===== src/rtl/ddr_burst_arbiter.sv =====
// ddr_burst_arbiter
// Shares one DDRAM burst interface between two requesters (p0, p1) in the
// clk_sys domain. Ownership is held for a whole burst: a read stays owned
// until the last read beat returns, a write until its last beat is accepted.
//
// Configuration macro: DDR_ARB_FIXED_PRIO_EN
//   defined   : port 0 wins every tie (port 1 may starve).
//   undefined : round-robin; on a tie the port other than last_grant wins,
//               last_grant resets to 1 so port 0 wins the first tie.
//
// Ports
//   clk_sys, reset_n            clock, asynchronous active-low reset
//   pN_rd / pN_wr               read request / write beat, held while waitReq=1
//   pN_addr, pN_burstLength     burst start address and beat count (0 => 1)
//   pN_mask, pN_din             write byte enables and data
//   pN_waitReq                  stall; always 1 for the port not owning the bus
//   pN_valid                    read beat valid for this port
//   pN_dout                     read data, broadcast of ddr_dout
//   ddr_*                       DDRAM burst master interface
//   dbg_state                   current FSM state for observation
//
// Handshake: a request (rd or wr) is taken on a rising edge where it is high
// and the matching waitReq is low; the requester keeps it and its attributes
// stable until then. ddr_rd/ddr_wr follow the same rule against ddr_waitReq.
module ddr_burst_arbiter #(
  parameter int ADDR_WIDTH  = 32,
  parameter int DATA_WIDTH  = 64,
  parameter int BURST_WIDTH = 8
) (
  input  logic                    clk_sys,
  input  logic                    reset_n,
  input  logic                    p0_rd,
  input  logic                    p0_wr,
  input  logic [ADDR_WIDTH-1:0]   p0_addr,
  input  logic [BURST_WIDTH-1:0]  p0_burstLength,
  input  logic [DATA_WIDTH/8-1:0] p0_mask,
  input  logic [DATA_WIDTH-1:0]   p0_din,
  output logic                    p0_waitReq,
  output logic                    p0_valid,
  output logic [DATA_WIDTH-1:0]   p0_dout,
  input  logic                    p1_rd,
  input  logic                    p1_wr,
  input  logic [ADDR_WIDTH-1:0]   p1_addr,
  input  logic [BURST_WIDTH-1:0]  p1_burstLength,
  input  logic [DATA_WIDTH/8-1:0] p1_mask,
  input  logic [DATA_WIDTH-1:0]   p1_din,
  output logic                    p1_waitReq,
  output logic                    p1_valid,
  output logic [DATA_WIDTH-1:0]   p1_dout,
  output logic                    ddr_rd,
  output logic                    ddr_wr,
  output logic [ADDR_WIDTH-1:0]   ddr_addr,
  output logic [BURST_WIDTH-1:0]  ddr_burstLength,
  output logic [DATA_WIDTH/8-1:0] ddr_mask,
  output logic [DATA_WIDTH-1:0]   ddr_din,
  input  logic [DATA_WIDTH-1:0]   ddr_dout,
  input  logic                    ddr_waitReq,
  input  logic                    ddr_valid,
  output logic [2:0]              dbg_state
);

  typedef enum logic [2:0] {
    S_IDLE      = 3'd0,
    S_ARB       = 3'd1,
    S_READ_CMD  = 3'd2,
    S_READ_DATA = 3'd3,
    S_WRITE     = 3'd4
  } state_t;

  state_t                 state_q, state_d;
  logic                   owner_q, owner_d;
  logic                   last_grant_q, last_grant_d;
  logic [BURST_WIDTH-1:0] beats_q, beats_d;

  logic                   req0, req1, grant;
  logic                   g_rd, g_wr;
  logic                   own_rd, own_wr;
  logic [BURST_WIDTH-1:0] own_burst, beats_init, beats_rem;
  logic                   own_wait, own_valid;

  assign req0 = p0_rd | p0_wr;
  assign req1 = p1_rd | p1_wr;

  always_comb begin
    grant = 1'b0;
    if (req0 && req1) begin
`ifdef DDR_ARB_FIXED_PRIO_EN
      grant = 1'b0;
`else
      grant = ~last_grant_q;
`endif
    end else if (req1) begin
      grant = 1'b1;
    end
  end

  assign g_rd = grant ? p1_rd : p0_rd;
  assign g_wr = grant ? p1_wr : p0_wr;

  // Everything towards DDR is taken from the registered owner; ddr_rd/ddr_wr
  // gate whether it means anything.
  assign own_rd          = owner_q ? p1_rd          : p0_rd;
  assign own_wr          = owner_q ? p1_wr          : p0_wr;
  assign own_burst       = owner_q ? p1_burstLength : p0_burstLength;
  assign ddr_addr        = owner_q ? p1_addr        : p0_addr;
  assign ddr_burstLength = own_burst;
  assign ddr_mask        = owner_q ? p1_mask        : p0_mask;
  assign ddr_din         = owner_q ? p1_din         : p0_din;

  // A zero-length burst still moves one beat.
  assign beats_init = (own_burst == '0) ? BURST_WIDTH'(1) : own_burst;
  // Write beats are loaded on the first accepted beat; beats_q is 0 until then.
  assign beats_rem  = (beats_q == '0) ? beats_init : beats_q;

  always_comb begin
    state_d      = state_q;
    owner_d      = owner_q;
    last_grant_d = last_grant_q;
    beats_d      = beats_q;
    ddr_rd       = 1'b0;
    ddr_wr       = 1'b0;
    own_wait     = 1'b1;
    own_valid    = 1'b0;
    case (state_q)
      S_IDLE: begin
        if (req0 || req1) state_d = S_ARB;
      end
      S_ARB: begin
        owner_d = grant;
        if (g_rd) begin
          // rd wins over a simultaneous wr on the same port
          state_d      = S_READ_CMD;
          last_grant_d = grant;
        end else if (g_wr) begin
          state_d      = S_WRITE;
          last_grant_d = grant;
        end else begin
          // request withdrawn before the grant took effect
          state_d = S_IDLE;
        end
      end
      S_READ_CMD: begin
        ddr_rd = 1'b1;
        if (!ddr_waitReq) begin
          own_wait = 1'b0;
          beats_d  = beats_init;
          state_d  = S_READ_DATA;
        end
      end
      S_READ_DATA: begin
        if (ddr_valid) begin
          own_valid = 1'b1;
          if (beats_q <= BURST_WIDTH'(1)) begin
            beats_d = '0;
            state_d = S_IDLE;
          end else begin
            beats_d = beats_q - BURST_WIDTH'(1);
          end
        end
      end
      S_WRITE: begin
        ddr_wr   = own_wr;
        own_wait = ddr_waitReq;
        if (own_wr && !ddr_waitReq) begin
          if (beats_rem == BURST_WIDTH'(1)) begin
            beats_d = '0;
            state_d = S_IDLE;
          end else begin
            beats_d = beats_rem - BURST_WIDTH'(1);
          end
        end
      end
      default: begin
        state_d = S_IDLE;
        beats_d = '0;
      end
    endcase
  end

  always_ff @(posedge clk_sys or negedge reset_n) begin
    if (!reset_n) begin
      state_q      <= S_IDLE;
      owner_q      <= 1'b0;
      last_grant_q <= 1'b1;
      beats_q      <= '0;
    end else begin
      state_q      <= state_d;
      owner_q      <= owner_d;
      last_grant_q <= last_grant_d;
      beats_q      <= beats_d;
    end
  end

  // own_rd is only informative: the read command is driven from the state.
  logic unused_own_rd;
  assign unused_own_rd = own_rd;

  assign p0_waitReq = owner_q ? 1'b1 : own_wait;
  assign p1_waitReq = owner_q ? own_wait : 1'b1;
  assign p0_valid   = ~owner_q & own_valid;
  assign p1_valid   = owner_q & own_valid;
  assign p0_dout    = ddr_dout;
  assign p1_dout    = ddr_dout;
  assign dbg_state  = state_q;

endmodule

===== config.mk =====
export PLATFORM = sky130hd
export DESIGN_NAME = ddr_burst_arbiter
export DESIGN_NICKNAME = d
export VERILOG_FILES = /design/src/rtl/ddr_burst_arbiter.sv
export SDC_FILE = /design/constraint.sdc
export NUM_CORES = 1
export LEC_CHECK = 0
export ABC_AREA = 0
export BUFFER_PORTS_ARGS = -buffer_cell sky130_fd_sc_hd__buf_2
export CAP_MARGIN = 20
export CORE_AREA = 2 2 214 216
export DETAILED_ROUTE_END_ITERATION = 12
export DIE_AREA = 0 0 216 218
export PLACE_DENSITY = 0.3
export SYNTH_ARGS = -nofsm -noshare
export SYNTH_HDL_FRONTEND = slang
export SYNTH_SLANG_ARGS = --single-unit

===== constraint.sdc =====
create_clock -name clk_sys -period 3.06 [get_ports clk_sys]
set_input_delay 0.306 -clock clk_sys [delete_from_list [all_inputs] [get_ports clk_sys]]
set_output_delay 0.306 -clock clk_sys [all_outputs]
set_load 0.005 [all_outputs]

==> qor.txt, run 1 <==
# IOs = 545
Post-Syn Area = 3730 um^2
Width of the die = 216 um
DRT Pass-1 Iters = 4
Post-synthesis area per instance = 8.38 um^2
Setup bufs post-CTS = 0
Fraction of layout cells with a size suffix above 1 = 73.3%
Post-DRT Antenna Nets = 0
WL/cell = 19.7 um
Post-Synthesis Net Count = 746
Total CTS buffers = 3
Final count of hold timing violations = 0
FILL cells = 5234
GP Congestion = 0.780
Crit path max fanout = 12
DRC = 0
CTS tree = yes
Max-Cap Viols = 0
Critical-path cell list = or4_4 > a2111oi_4 > a21o_2 > mux2i_2 > ha_1 > a21oi_1 > o21ai_0 > a31oi_1 > o21ai_1
DIE AREA = 47100 um^2
DRT Wirelength = 25.0 mm
CP max stage delay = 600 ps
Vias in the first global route = 3856
Slew Limit Fails = 0
Inst Count DP = 1258
Slowest CP cell = or4_4
Initial Util = 8.31%
Core Area = 44900 um^2
Largest net degree at the start of global routing = 72
Sequential fraction of the synthesis area = 8.76%
Crit Reg-Reg Startpoint = owner_q
Status = complete, no violations
Drt via density = 3.27
Clk_skew = 1.50 ps
Vias = 4164
Cells after synthesis = 445
Initial DRC Count = 167
Max VDD drop = 0.266 mV
Register area = 330 um^2
Hold Crit Class = in2reg
Area of the multi-input gates = 2300 um^2
CTS sink cnt = 13
Yosys warns = 0
LEAKAGE = 2.49 nW
Global-route wire length before repair = 31.6 mm
Arrival time worst endpoint = 2920 ps
Synth unique cells = 60
H-tree Lvls = 1
CP Launch Type = flip-flop
Synth Flop Type = dfrtp_1
Clock insertion delay at the later pin of the skew report = 240 ps
Post-Layout Cell Count = 1272
Pwr Density = 715 nW/um^2
Area grow syn2layout = 44.0%
Worst EP required = 3180 ps
Max transition margin = 38.0%
Post_cts resized = 0
Final nets = 965
PortBufs = 352
Tcrit/Tclk final = 91.4%
Slew @ Worst Pin = 930 ps
Die Span Y = 218 um
CTS max path bufs = 2
Clock slew at reported path FFs = 50 ps
RSZ-0062 raised after global routing = no
Setup violators final = 0
GR Overflow Total = 0
Dpl hpwl = 22.4 mm
Final TNS setup = 0 ps
Total global-route track usage = 9.63%
Yosys reg bits = 13
Async set or reset register ratio after synthesis = 100%
Worst setup EP type = flip-flop
Initial antenna violation count = 32
Hold Startpoint = p1_rd
Critical path type = reg2reg
Fmax = 0.358 GHz
Post-synth EDFFs = 0
Setup crit start = owner_q
Cts hold-fix bufs = 1
Num rows = 78
CTS root buffer = clkbuf_16
Minimum clock period = 2800 ps
==> cells in the mapped netlist, types with 4 or more instances <==
cell | instances | area share [%]
a21oi_1 | 16 | 2.1
dfrtp_1 | 12 | 8.1
o22ai_1 | 4 | 0.67
mux2_2 | 107 | 32
nand2_1 | 27 | 2.7
mux2i_1 | 7 | 1.9
nand3_1 | 5 | 0.67
o21ai_0 | 13 | 1.7
nor2_1 | 17 | 1.7
ha_1 | 5 | 1.7
buf_4 | 128 | 26
inv_1 | 10 | 1.0
nor3_1 | 6 | 0.81
o211ai_1 | 4 | 0.81
o21ai_1 | 6 | 0.81
clkbuf_1 | 16 | 1.6
==> layout make-up <==
class,instances,area share [%]
Timing Repair Buffer,362,34.2
Antenna cell,9,0.419
Clock buffer,4,1.47
Tap cell,600,14.0
Inverter,12,0.839
Multi-Input combinational cell,272,42.9
Sequential cell,13,6.15
==> layer usage <==
metal  part of all wire [%]  global-route usage, %
met1                     35                   9.96
met2                     53                   18.5
met3                    9.2                   3.33
met4                    2.6                   1.87
met5                   0.11                   1.77
==> logic make-up after synthesis <==
| family | after synthesis | share of synthesized area (%) |
|---|---|---|
| AO/OA/AOI/OAI | 70 | 13.5 |
| XOR/XNOR | 5 | 1.17 |
| adder cells (fa/ha/maj) | 5 | 1.68 |
| buffers and inverters | 160 | 29.5 |
| flip-flops | 13 | 8.76 |
| multiplexers | 116 | 34.9 |
| AND/OR/NAND/NOR | 76 | 10.6 |
==> registers in the layout, summed over array words and instances (netlist names) <==
signal	flops
beats_q	8
dbg_state	3
last_grant_q	1
owner_q	1
==> worst paths after layout <==
kind | cells past startpoint | slack (ps) | end
setup / recovery | 9 | 260 | beats_q[4]
setup reg to reg | 9 | 260 | beats_q[4]
max in group asynchronous | 2 | 2230 | last_grant_q
min in group asynchronous | 2 | 510 | dbg_state[1]
hold reg to reg | 2 | 520 | last_grant_q
hold / removal | 3 | 390 | last_grant_q
==> per-stage QoR <==
step	area (um^2)	setup slack [ps]	power, mW	hold WS, ps	utilization, %
3_5_place_dp	5260	258	3.60	244	11.7
5_1_grt	5350	24.8	4.17	415	11.9
6_report	5370	264	3.84	386	12.0
2_1_floorplan	3730	573	2.54	10.4	-
4_1_cts	5350	244	3.89	384	11.9
3_3_place_gp	5260	259	3.68	252	11.7
==> where the power goes <==
part | switching [mW] | total [mW] | leakage, nW | internal [mW]
Clock | 0.0836 | 0.260 | 0.0382 | 0.177
Sequential | 0.159 | 0.403 | 0.168 | 0.244
Combinational | 1.66 | 3.18 | 2.29 | 1.52
==> placed cells by master (no fill, tap or decap), drive strengths merged, types with 8 or more instances in the layout <==
cell,count
buf,361
a21oi,16
mux2,108
diode,9
dfrtp,12
nand2,27
nor2,17
mux2i,8
inv,10
o21ai,19
==> critical path: cells and delay by family, from the launching register on <==
family / cells / cell delay [ps]
AOI/OAI and AO/OA: 6 / 1150
adders and majority gates: 1 / 280
DFF: 1 / 560
muxes: 1 / 80
and+or+nand+nor: 1 / 600
(Power assumes the default switching activity.)
==> run 2: changes to the inputs <==
--- a/config.mk
+++ b/config.mk
@@ -11,7 +11,7 @@
 export CORE_AREA = 2 2 214 216
 export DETAILED_ROUTE_END_ITERATION = 12
 export DIE_AREA = 0 0 216 218
-export PLACE_DENSITY = 0.3
+export PLACE_DENSITY = 0.36
 export SYNTH_ARGS = -nofsm -noshare
 export SYNTH_HDL_FRONTEND = slang
 export SYNTH_SLANG_ARGS = --single-unit
==> run 2 against run 1 <==
Critical endpoint is now beats_q[6]. Power is 0.56% lower. Worst hold slack better by 6.6 ps. Sequential share of layout area hardly changed. Wire length is 6.1% higher. Worst setup slack worse by 42 ps. Clock power hardly changed. Fmax is 1.5% lower. Highest routed layer unchanged. Die area stayed put. Utilization hardly changed.
==> qor.txt, run 2 (synthesis results as in run 1) <==
Status = complete, no violations
Max-Cap Viols = 0
Clock insertion delay at the later pin of the skew report = 250 ps
Die Span Y = 218 um
Final count of hold timing violations = 0
Width of the die = 216 um
DRC = 0
Total power = 3.82 mW
Total CTS buffers = 3
LEAKAGE = 2.49 nW
Final TNS setup = 0 ps
GP Congestion = 0.862
Max transition margin = 53.4%
Fmax = 0.352 GHz
Max VDD drop = 0.284 mV
Crit path max fanout = 8
Setup violators final = 0
Setup bufs post-CTS = 0
Critical-path cell list = or4_4 > a2111oi_4 > a21o_2 > mux2i_2 > ha_1 > nand3_1 > a211oi_1 > a221oi_1 > o21ai_1
Slowest CP cell = or4_4
CP max stage delay = 590 ps
Most used routing layer = met2
GR Layer Usage met2 = 17.8%
Initial antenna violation count = 33
Vias in the first global route = 3906
Most frequent cells in the layout = buf_2, mux2_2, nand2_1
Final nets = 965
DRT Wirelength = 26.5 mm
Drt via density = 3.31
Num rows = 78
CTS tree = yes
Most flops, register = beats_q
Worst EP required = 3190 ps
Core Area = 44900 um^2
# IOs = 545
Slew @ Worst Pin = 699 ps
Final instance area = 5380 um^2
Initial Util = 8.31%
Minimum clock period = 2840 ps
WL/cell = 20.8 um
Hold Crit Class = in2reg
CTS root buffer = clkbuf_16
Post-DRT Antenna Nets = 0
Tcrit/Tclk final = 92.7%
Met3 GRT Util = 4.23%
PortBufs = 352
Buf/Inv on CP = 0
Clk_skew = 8.70 ps
Hold slack = 393 ps
Fraction of layout cells with a size suffix above 1 = 73.3%
GR Overflow Total = 0
Placed instance area = 5260 um^2
Worst setup EP type = flip-flop
Critical path type = reg2reg
Delay-heaviest family, CP = compound AO/OA/AOI/OAI gates
Area grow syn2layout = 44.4%
Clock slew at reported path FFs = 50 ps
CTS sink cnt = 13
Arrival time worst endpoint = 2970 ps
H-tree Lvls = 1
DRT Pass-1 Iters = 4
Pwr Density = 709 nW/um^2
Grt met1 use = 10.2%
CP Launch Type = flip-flop
RSZ-0062 raised after global routing = no
Largest net degree at the start of global routing = 58
Commonest non-fill, non-tap cell in the layout = buf_2
DIE AREA = 47100 um^2
Dpl hpwl = 24.1 mm
Total global-route track usage = 10.3%
Max reg flops = 8
Vias = 4230
CTS max path bufs = 2
Slew Limit Fails = 0
Initial DRC Count = 187
Global-route wire length before repair = 32.9 mm
## run 2: cell count changes in the layout (fill, tap and decap cells not counted), sizes merged
| cell | before | now |
|---|---|---|
| diode | 9 | 14 |
## run 2: layer usage
layer / share of wire (%) / up-vias
li1: - / 1901
met1: 33 / 1904
met2: 48 / 352
met3: 11 / 69
met4: 7.2 / 4
met5: 0.11 / -
## run 2: repair_timing
action	in CTS	in global routing
hold buffers	1	0
resized for setup	0	0
hold endpoints to repair	12	0
## run 2: worst reg2reg max path, delay by kind of cell, from the launching register on
kind                     cells  cell delay, ps
AO/OA/AOI/OAI                5            1100
AND/OR/NAND/NOR              2             730
adder cells (fa/ha/maj)      1             290
flip-flops                   1             530
multiplexers                 1              80
## run 2: final timing paths
path / from / endpoint / slack [ps] / depth (start not counted)
min in group asynchronous: reset_n / beats_q[0] / 520 / 2
max in group asynchronous: reset_n / owner_q / 2210 / 2
max reg2reg: owner_q / beats_q[6] / 220 / 9
min: p1_rd / last_grant_q / 390 / 3
max: owner_q / beats_q[6] / 220 / 9
min reg2reg: last_grant_q / last_grant_q / 520 / 2
## run 2: final cells by class
type                       count  area (um^2)
antenna                       14         35.0
sequential                    13          330
multi-input combinational    272         2300
fill                        5218        39500
inverter                      12         45.0
tap                          600          751
timing repair buffer         362         1840
clock buffer                   4         78.8
## run 2: through the flow
step / setup WS [ps] / cells / utilization [%]
floorplan: 573 / 445 / -
global placement: 238 / 1258 / 11.7
detailed placement: 234 / 1258 / 11.7
CTS: 228 / 1263 / 11.9
global route: 99.5 / 1269 / 11.9
finish: 222 / 1277 / 12.0
## run 2: report_power, final
| part | internal, mW | switching (mW) |
|---|---|---|
| Combinational | 1.52 | 1.64 |
| Sequential | 0.244 | 0.144 |
| Clock | 0.177 | 0.0857 |
==> run 3: changes to the inputs <==
--- a/config.mk
+++ b/config.mk
@@ -8,10 +8,12 @@
 export ABC_AREA = 0
 export BUFFER_PORTS_ARGS = -buffer_cell sky130_fd_sc_hd__buf_2
 export CAP_MARGIN = 20
-export CORE_AREA = 2 2 214 216
+export CELL_PAD_IN_SITES_DETAIL_PLACEMENT = 1
+export CELL_PAD_IN_SITES_GLOBAL_PLACEMENT = 1
+export CORE_AREA = 2 2 215 217
 export DETAILED_ROUTE_END_ITERATION = 12
-export DIE_AREA = 0 0 216 218
-export PLACE_DENSITY = 0.36
+export DIE_AREA = 0 0 217 219
+export PLACE_DENSITY = 0.48
 export SYNTH_ARGS = -nofsm -noshare
 export SYNTH_HDL_FRONTEND = slang
 export SYNTH_SLANG_ARGS = --single-unit
==> run 3 against run 2 <==
Cell count barely moved. Sequential share of layout area barely moved. Critical path depth did not move. Utilization barely moved.
==> qor.txt, run 3 (synthesis results as in run 1) <==
Worst setup EP type = flip-flop
Max reg flops = 8
CP Launch Type = flip-flop
GR Overflow Total = 0
FILL cells = 5485
# IOs = 545
RSZ-0062 raised after global routing = no
Clock insertion delay at the later pin of the skew report = 250 ps
Slew @ Worst Pin = 827 ps
Final instance area = 5400 um^2
Hold depth = 3
Fraction of layout cells with a size suffix above 1 = 73.8%
Max-Cap Viols = 0
Commonest non-fill, non-tap cell in the layout = buf_2
Area grow syn2layout = 44.9%
CTS tree = yes
Reg2reg end = beats_q[4]
LEAKAGE = 2.52 nW
Worst reg-to-reg setup slack = 210 ps
Drt via density = 3.33
DRT Wirelength = 28.4 mm
CTS sink cnt = 13
Pwr Density = 729 nW/um^2
Vias = 4243
Hold Path End = last_grant_q
Inst Count DP = 1261
Final TNS setup = 0 ps
Critical path type = reg2reg
Hold slack = 403 ps
Fmax = 0.350 GHz
Vias in the first global route = 4257
Final WS setup = 206 ps
Total CTS buffers = 3
Placed instance area = 5280 um^2
Initial antenna violation count = 29
Largest net degree at the start of global routing = 69
Post-Layout Cell Count = 1276
Initial DRC Count = 155
Crit path max fanout = 9
Core Area = 45100 um^2
Crit Reg-Reg Startpoint = owner_q
DRC = 0
Final nets = 969
CTS max path bufs = 2
Final count of hold timing violations = 0
Tcrit/Tclk final = 93.3%
Total global-route track usage = 11.0%
Die Span Y = 219 um
Num rows = 78
Slew Limit Fails = 0
Post-DRT Antenna Nets = 0
Total power = 3.94 mW
Clock slew at reported path FFs = 50 ps
Status = complete, no violations
Initial Util = 8.27%
GP Congestion = 0.791
Width of the die = 217 um
PortBufs = 352
Dpl hpwl = 26.0 mm
DIE AREA = 47500 um^2
CTS root buffer = clkbuf_16
Place WS = 51.6 ps
Worst EP required = 3180 ps
Max transition margin = 44.9%
WL/cell = 22.3 um
Most flops, register = beats_q
Reg2Reg Depth = 9
Minimum clock period = 2850 ps
Hold Crit Class = in2reg
Global-route wire length before repair = 35.7 mm
Clk_skew = 5.11 ps
Arrival time worst endpoint = 2970 ps
DRT Pass-1 Iters = 4
Max VDD drop = 0.219 mV
Setup violators final = 0
Hold Startpoint = p1_rd
Fin util = 12.0%
H-tree Lvls = 1
Most frequent cells in the layout = buf_2, mux2_2, nand2_1
-- run 3: changes by cell type in the layout (fill, tap and decap cells not counted), sizes merged --
cell / delta
clkbuf: -1
inv: +1
buf: +4
diode: -5
-- run 3: area by class of cell --
cell class              count  area, um^2  area share, %
clock inverters             1        5.00         0.0927
repair buffers            366        1870           34.6
flip-flops and latches     13         330           6.12
multi-input cells         272        2300           42.6
diodes                      9        22.5          0.417
inverters                  12        45.0          0.834
well taps                 600         751           13.9
clock buffers               3        75.1           1.39
-- run 3: power breakdown --
group,total [mW],internal (mW),switching (mW)
combinational,3.28,1.55,1.74
sequential,0.398,0.245,0.154
clock,0.256,0.175,0.0817
total,3.94,1.97,1.97
-- run 3: repair_timing --
item                                   CTS  global route
setup endpoints to repair                0             6
setup buffers                            0             1
gates resized for setup                  0             1
hold buffers                             1             0
endpoints found under the hold margin   12             0
-- run 3: per-layer routing --
| layer | global-route usage (%) | vias up | wire, um |
|---|---|---|---|
| li1 | - | 1906 | - |
| met1 | 10.2 | 1931 | 8950 |
| met2 | 21.5 | 340 | 14900 |
| met3 | 4.70 | 64 | 3170 |
| met4 | 3.54 | 2 | 1350 |
| met5 | 0.417 | - | 13 |
-- run 3: worst max-delay path, stage by stage, from the launching register on --
cell and delay, ps:
dfrtp_4 550, or4_4 610, a2111oi_4 430, a21o_2 210, mux2i_2 90, ha_1 290
a21oi_1 150, o21ai_0 110, a31oi_1 210, o21ai_1 70
-- run 3: how the worst max path moves through the flow --
stage,startpoint,slack (ps),to,cells past startpoint
floorplan,owner_q,570,beats_q[6],9
global placement,owner_q,160,beats_q[4],11
detailed placement,owner_q,50,beats_q[2],11
CTS,owner_q,30,beats_q[4],11
global route,owner_q,70,beats_q[4],9
finish,owner_q,210,beats_q[4],9
